==> config.mk <==
export PLATFORM = sky130hd
export DESIGN_NAME = pulse_decoder
export DESIGN_NICKNAME = d
export VERILOG_FILES = /design/src/rtl/pipeline_types.sv /design/src/rtl/pulse_classifier.sv /design/src/rtl/pulse_decoder.sv
export SDC_FILE = /design/constraint.sdc
export NUM_CORES = 1
export LEC_CHECK = 0
export CORE_MARGIN = 2
export CORE_UTILIZATION = 55
export CTS_BUF_LIST = sky130_fd_sc_hd__clkbuf_8
export CTS_CLUSTER_DIAMETER = 100
export DETAILED_ROUTE_END_ITERATION = 10
export PLACE_DENSITY_LB_ADDON = 0.08
export SLEW_MARGIN = 0
export SYNTH_ARGS = -nofsm -noshare
export SYNTH_HDL_FRONTEND = slang
export SYNTH_SLANG_ARGS = --single-unit
==> constraint.sdc <==
create_clock -name i_clk -period 2.9 [get_ports i_clk]
set_input_delay 0.435 -clock i_clk [delete_from_list [all_inputs] [get_ports i_clk]]
set_output_delay 0.435 -clock i_clk [all_outputs]
set_load 0.05 [all_outputs]
==> src/rtl/pipeline_types.sv <==
// Shared types for the single-wire receive pipeline.
// Holds the edge-strobe bundle produced by the timer stage, the decoder
// state encoding and the default word size used by the decoder.
package pipeline_types;

    localparam int DATA_BITS_DEFAULT = 24;

    // One-cycle strobes marking line transitions detected by the timer stage.
    typedef struct packed {
        logic rising;
        logic falling;
    } edges_t;

    // Decoder FSM encoding (2 bits, fixed values so logs stay comparable).
    typedef enum logic [1:0] {
        S_SYNC = 2'd0,
        S_IDLE = 2'd1,
        S_HIGH = 2'd2,
        S_LOW  = 2'd3
    } decoder_state_t;

endpackage

==> src/rtl/pulse_classifier.sv <==
// Combinational high-time classifier.
// Maps a measured high time onto a data bit plus runt/overlong flags.
// The bit output is only meaningful when neither flag is set.
module pulse_classifier
    import pipeline_types::*;
#(
    parameter int WIDTH       = 12,
    parameter int BIT1_THRESH = 30,
    parameter int MIN_HIGH    = 8,
    parameter int MAX_HIGH    = 60
) (
    input  logic [WIDTH-1:0] i_high_time,
    output logic             o_bit,
    output logic             o_runt,
    output logic             o_overlong
);

    localparam logic [WIDTH-1:0] LP_BIT1_THRESH = WIDTH'(BIT1_THRESH);
    localparam logic [WIDTH-1:0] LP_MIN_HIGH    = WIDTH'(MIN_HIGH);
    localparam logic [WIDTH-1:0] LP_MAX_HIGH    = WIDTH'(MAX_HIGH);

    // Threshold compares; boundaries are inclusive on the '1' and legal sides.
    always_comb begin
        o_bit      = (i_high_time >= LP_BIT1_THRESH);
        o_runt     = (i_high_time <  LP_MIN_HIGH);
        o_overlong = (i_high_time >  LP_MAX_HIGH);
    end

endmodule

==> src/rtl/pulse_decoder.sv <==
// Pulse-width decoder for the single-wire receive pipeline.
// Classifies high pulses into bits, shifts them MSB-first into a word,
// hands completed words downstream on valid/ready and reports frame-reset gaps.
// Optional feature: define PULSE_DECODER_ERRCNT_EN to build the saturating
// runt/overlong counter on o_err_count; otherwise o_err_count is tied to 0.
//
// state  | meaning
// S_SYNC | after reset, waiting for the first long low gap (no frame_end)
// S_IDLE | synchronised, line low, waiting for the first pulse of a frame
// S_HIGH | line high, measuring a pulse
// S_LOW  | line low between pulses, watching for the frame-reset gap
module pulse_decoder
    import pipeline_types::*;
#(
    parameter int WIDTH        = 12,
    parameter int DATA_BITS    = DATA_BITS_DEFAULT,
    parameter int BIT1_THRESH  = 30,
    parameter int MIN_HIGH     = 8,
    parameter int MAX_HIGH     = 60,
    parameter int RESET_CYCLES = 2500
) (
    input  logic                 i_clk,
    input  logic                 i_reset_n,
    input  edges_t               i_edges,
    input  logic [WIDTH-1:0]     i_timer_value,
    output logic [DATA_BITS-1:0] o_data,
    output logic                 o_data_valid,
    input  logic                 i_data_ready,
    output logic                 o_frame_end,
    output logic                 o_overflow,
    output logic [15:0]          o_err_count
);

    localparam int               CW           = $clog2(DATA_BITS + 1);
    localparam logic [CW-1:0]    LP_LAST_BIT  = CW'(DATA_BITS - 1);
    localparam logic [WIDTH-1:0] LP_RESET_GAP = WIDTH'(RESET_CYCLES);

    decoder_state_t         r_state;
    decoder_state_t         w_state_nxt;
    logic                   r_line_high;
    logic [DATA_BITS-2:0]   r_shift;
    logic [CW-1:0]          r_bit_cnt;
    logic [DATA_BITS-1:0]   r_data;
    logic                   r_data_valid;
    logic                   r_frame_end;
    logic                   r_overflow;

    logic                   w_rise;
    logic                   w_fall;
    logic                   w_any_edge;
    logic                   w_gap;
    logic                   w_bit;
    logic                   w_runt;
    logic                   w_overlong;
    logic                   w_take_bit;
    logic                   w_frame_end_nxt;
    logic                   w_load;
    logic                   w_accept;
    logic [DATA_BITS-1:0]   w_word;

    // Rising wins if upstream ever strobes both edges in one cycle.
    assign w_rise     = i_edges.rising;
    assign w_fall     = i_edges.falling & ~i_edges.rising;
    assign w_any_edge = i_edges.rising | i_edges.falling;
    assign w_gap      = (i_timer_value >= LP_RESET_GAP);

    pulse_classifier #(
        .WIDTH       (WIDTH),
        .BIT1_THRESH (BIT1_THRESH),
        .MIN_HIGH    (MIN_HIGH),
        .MAX_HIGH    (MAX_HIGH)
    ) u_classifier (
        .i_high_time (i_timer_value),
        .o_bit       (w_bit),
        .o_runt      (w_runt),
        .o_overlong  (w_overlong)
    );

    // Next-state decode plus the per-cycle bit-accept and gap-detect strobes.
    always_comb begin
        w_state_nxt     = r_state;
        w_take_bit      = 1'b0;
        w_frame_end_nxt = 1'b0;
        case (r_state)
            S_SYNC: begin
                // Timer only reflects low time while the line is known low.
                if (!r_line_high && !w_any_edge && w_gap)
                    w_state_nxt = S_IDLE;
            end
            S_IDLE: begin
                if (w_rise)
                    w_state_nxt = S_HIGH;
            end
            S_HIGH: begin
                if (w_fall) begin
                    w_state_nxt = S_LOW;
                    w_take_bit  = ~(w_runt | w_overlong);
                end
            end
            S_LOW: begin
                if (w_rise) begin
                    w_state_nxt = S_HIGH;
                end else if (!w_any_edge && w_gap) begin
                    w_state_nxt     = S_IDLE;
                    w_frame_end_nxt = 1'b1;
                end
            end
            default: w_state_nxt = S_SYNC;
        endcase
    end

    assign w_word   = {r_shift, w_bit};
    assign w_load   = w_take_bit && (r_bit_cnt == LP_LAST_BIT);
    assign w_accept = r_data_valid && i_data_ready;

    // State register, line level tracker and registered frame_end pulse.
    always_ff @(posedge i_clk or negedge i_reset_n) begin
        if (!i_reset_n) begin
            r_state     <= S_SYNC;
            r_line_high <= 1'b0;
            r_frame_end <= 1'b0;
        end else begin
            r_state     <= w_state_nxt;
            r_frame_end <= w_frame_end_nxt;
            if (w_rise)
                r_line_high <= 1'b1;
            else if (w_fall)
                r_line_high <= 1'b0;
        end
    end

    // Partial-word shift register and bit counter; cleared on word or gap.
    always_ff @(posedge i_clk or negedge i_reset_n) begin
        if (!i_reset_n) begin
            r_shift   <= '0;
            r_bit_cnt <= '0;
        end else if (w_frame_end_nxt || w_load) begin
            r_shift   <= '0;
            r_bit_cnt <= '0;
        end else if (w_take_bit) begin
            r_shift   <= w_word[DATA_BITS-2:0];
            r_bit_cnt <= r_bit_cnt + CW'(1);
        end
    end

    // Output holding register; a word arriving against a stalled one is dropped.
    always_ff @(posedge i_clk or negedge i_reset_n) begin
        if (!i_reset_n) begin
            r_data       <= '0;
            r_data_valid <= 1'b0;
            r_overflow   <= 1'b0;
        end else if (w_load) begin
            if (r_data_valid && !i_data_ready) begin
                r_overflow <= 1'b1;
            end else begin
                r_data       <= w_word;
                r_data_valid <= 1'b1;
            end
        end else if (w_accept) begin
            r_data_valid <= 1'b0;
        end
    end

`ifdef PULSE_DECODER_ERRCNT_EN
    logic        w_bad_pulse;
    logic [15:0] r_err_count;

    assign w_bad_pulse = (r_state == S_HIGH) && w_fall && (w_runt || w_overlong);

    // Saturating count of discarded runt/overlong pulses.
    always_ff @(posedge i_clk or negedge i_reset_n) begin
        if (!i_reset_n)
            r_err_count <= '0;
        else if (w_bad_pulse && (r_err_count != 16'hFFFF))
            r_err_count <= r_err_count + 16'd1;
    end

    assign o_err_count = r_err_count;
`else
    assign o_err_count = '0;
`endif

    assign o_data       = r_data;
    assign o_data_valid = r_data_valid;
    assign o_frame_end  = r_frame_end;
    assign o_overflow   = r_overflow;

endmodule

==> impl_results.md <==
- Xor/xnor share of the synthesized area: 0%
- GP Congestion: 0.794
- N_diodes: 0
- Mapped Area: 2750 µm²
- Die width: 74.7 µm
- Post-Syn Area per Cell: 11.3 µm²
- Post_cts resized: 0
- Clock buffer depth: 2
- Pin count of the biggest net entering global routing: 32
- Port bufs: 43
- Tot GR Track Use: 21.1%
- Max incr delay on CP: 0.48 ns
- Sequential share of the synthesized area: 52.8%
- Detailed Routing Iterations Pass 1: 4
- Largest cells by area after synthesis: dfrtp_1 (53%), mux2_4 (11%), o21ai_0 (9.1%), nand4_1 (5.7%), buf_4 (4.4%)
- Sequence of cells on the critical path: clkdlybuf4s50_1, nor2b_1, and4_4, and3_1, buf_12, mux2_1
- Complex-gate fraction of the synthesized area: 13.9%
- Hold_buf cts: 1
- RSZ-0062 raised after global routing: no
- Worst Setup Start Kind: primary input
- Layout Nets: 307
- Setup violators final: 0
- Skew-Pair Late Insertion Delay: 0.33 ns
- Min Hold Slack: 0.484 ns
- Area grow syn2layout: 24.0%
- CTS buffer count: 9
- Max Used Layer: met4
- WL/cell: 14.5 µm
- Power Total: 1.89 mW
- Cell taking the most area after synthesis: dfrtp_1
- Via density: 5.46
- Fin cells: 361
- #FFs+latches synth: 58
- Post-route ant nets: 0
- Final min period: 2.18 ns
- Syn Inst Count: 244
- Achievable Freq: 459 MHz
- CP Max Fanout: 31
- Vias in the first global route: 1951
- Num rows: 25
- Slowest-stage cell, CP: and4_4
- Worst path bufs/invs: 2
- Post-route DRC: 0
- Max Slew Vio Count: 0
- Outcome: finished, final reports clean
- Yosys warns: 0
- CORE AREA: 4790 µm²
- Max IR drop VDD: 366 µV
- Area of the multi-input gates: 1110 µm²
- Vias: 1972
- Hold Crit Class: flop to flop
- Comb power frac: 11.7%
- Slew headroom: 66.4%
- Final Skew: 0.00619 ns
- Die Ht: 74.7 µm
- Synth Area in Simple Gates: 11.2%
- Max H-tree Level: 3
- Final wirelength: 5.23 mm
- Placement Setup Slack: 0.375 ns
- Dpl cells: 344
- PwrDens: 556 nW/µm²
- Worst EP required: 3.11 ns
- Min setup slack post-route: 0.720 ns
- Tcrit/Tclk final: 75.2%
- CTS tree: yes
- Clock sink count: 58
- Worst-Margin Slew: 0.503 ns
- Fill cells: 363
- CP endpoint kind: flop
- Clock root buffer: clkbuf_8
- Cell internal pwr: 1.39 mW
- CP Class: primary input to flop
- Leak Pwr: 1.51 nW
- Share of layout cells above drive strength 1: 17.0%
- Final instance area: 3410 µm²
- Met3 WL: 260 µm
- GRT overflow: 0
- Sw Pwr: 0.505 mW
- DIE AREA: 5580 µm²
- Wire length of the first global-routing pass: 8.85 mm
- Mux contribution to synthesized area: 12.6%
- Setup TNS: 0 ns
- Largest family of logic cells by synthesized area: compound AO/OA/AOI/OAI gates
- Sequential power share: 47.0%
- Clock power frac: 41.2%
- Iteration-0 DRC Markers: 78
- Clk slew on worst S/H paths: 0.06 ns
- DP Area: 3180 µm²
- Sw frac: 26.6%
- Synth unique cells: 36
- DP HPWL: 3.43 mm
- Post-layout util: 71.2%
- Post-synthesis adder-cell area fraction: 0.455%
- Fin. Hold Viols: 0
- Data arrival, critical path: 2.39 ns
- Initial antenna violation count: 0
- Setup Buffers After CTS: 0
- M1 wire length: 2.45 mm
- Register area: 1450 µm²
- Max Cap Violations: 0
- CP top delay family: simple AND/OR/NAND/NOR gates
- Top cell type's share of synthesized area: 52.8%
- Initial Util: 57.4%
- Metal2 WL: 2.40 mm
- # IOs: 60
-- cell usage after synthesis, drive strengths merged --
library cell	instances
conb	1
nand4b	1
a311o	1
inv	7
nand2	5
nor4	1
o211ai	3
o2111ai	1
nand4	25
a21oi	3
and4	1
a41oi	1
o21ai	51
a21o	1
nor2b	3
mux2	24
buf	25
ha	1
nor3b	1
dfrtp	58
o31ai	5
nor3	1
nand3	3
o211a	1
and2	2
and3	1
clkbuf	10
or3	3
nor2	3
nand2b	1
-- cells in the final DEF, fill, tap and decap left out, types with 2 or more instances in the layout --
cell type        instances
a21oi_1                  3
and2_1                   2
buf_4                    9
clkbuf_8                12
clkdlybuf4s50_1         42
clkinv_2                 2
conb_1                  16
dfrtp_1                 58
inv_1                    7
mux2_1                   4
mux2_4                  20
nand2_1                  5
nand3_1                  3
nand4_1                 25
nor2_1                   3
nor2b_1                  3
o211ai_1                 3
o21ai_0                 50
o31ai_1                  5
or3_1                    2
-- state kept, by name, indices dropped and copies added, names as in the netlist --
register      count
r_line_high       1
o_data_valid      1
o_data           24
r_state           2
o_frame_end       1
r_shift          23
o_overflow        1
r_bit_cnt         5
-- per-layer routing --
metal / vias to the layer above / GRT usage [%]
li1: 947 / -
met1: 951 / 28.4
met2: 63 / 32.9
met3: 11 / 4.15
met4: 0 / 10.7
met5: - / 0
-- worst register-to-register path, cell delays in order, from the launching register on --
cell     delay, ns
dfrtp_1       0.37
nor2b_1       0.19
and4_4        0.48
and3_1        0.27
buf_12        0.22
mux2_1        0.34
-- layout make-up --
cell class / instances / share of cell area [%]
sequential: 58 / 42.6
clock inverter: 4 / 1.43
multi-input combinational: 159 / 32.5
timing repair buffer: 54 / 15.4
tap: 67 / 2.46
clock buffer: 12 / 4.85
inverter: 7 / 0.771
-- power by group through the flow --
stage / logic, mW / clock network, mW / registers [mW]
floorplan: 0.169 / 0 / 0.895
global placement: 0.216 / 0 / 0.903
detailed placement: 0.222 / 0 / 0.904
CTS: 0.224 / 0.793 / 0.890
global route: 0.252 / 0.824 / 0.896
finish: 0.222 / 0.781 / 0.891
-- cells by family (layout without fill, tap and decap cells) --
group | count (synthesis) | after routing
AOI/OAI and AO/OA | 67 | 67
DFF | 58 | 58
and+or+nand+nor | 51 | 51
buffers and inverters | 42 | 77
muxes | 24 | 24
adders and majority gates | 1 | 1
other | 1 | 16
-- worst paths after layout --
kind	cells past startpoint	start	endpoint	slack (ns)
max	6	i_edges[1]	o_data[0]	0.72
min	1	r_line_high	r_line_high	0.48
max reg2reg	5	r_state[1]	o_data[0]	0.90
min reg2reg	1	r_line_high	r_line_high	0.48
max in group asynchronous	3	i_reset_n	o_data[0]	1.75
min in group asynchronous	2	i_reset_n	o_data[17]	0.49
(Power assumes the default switching activity.)
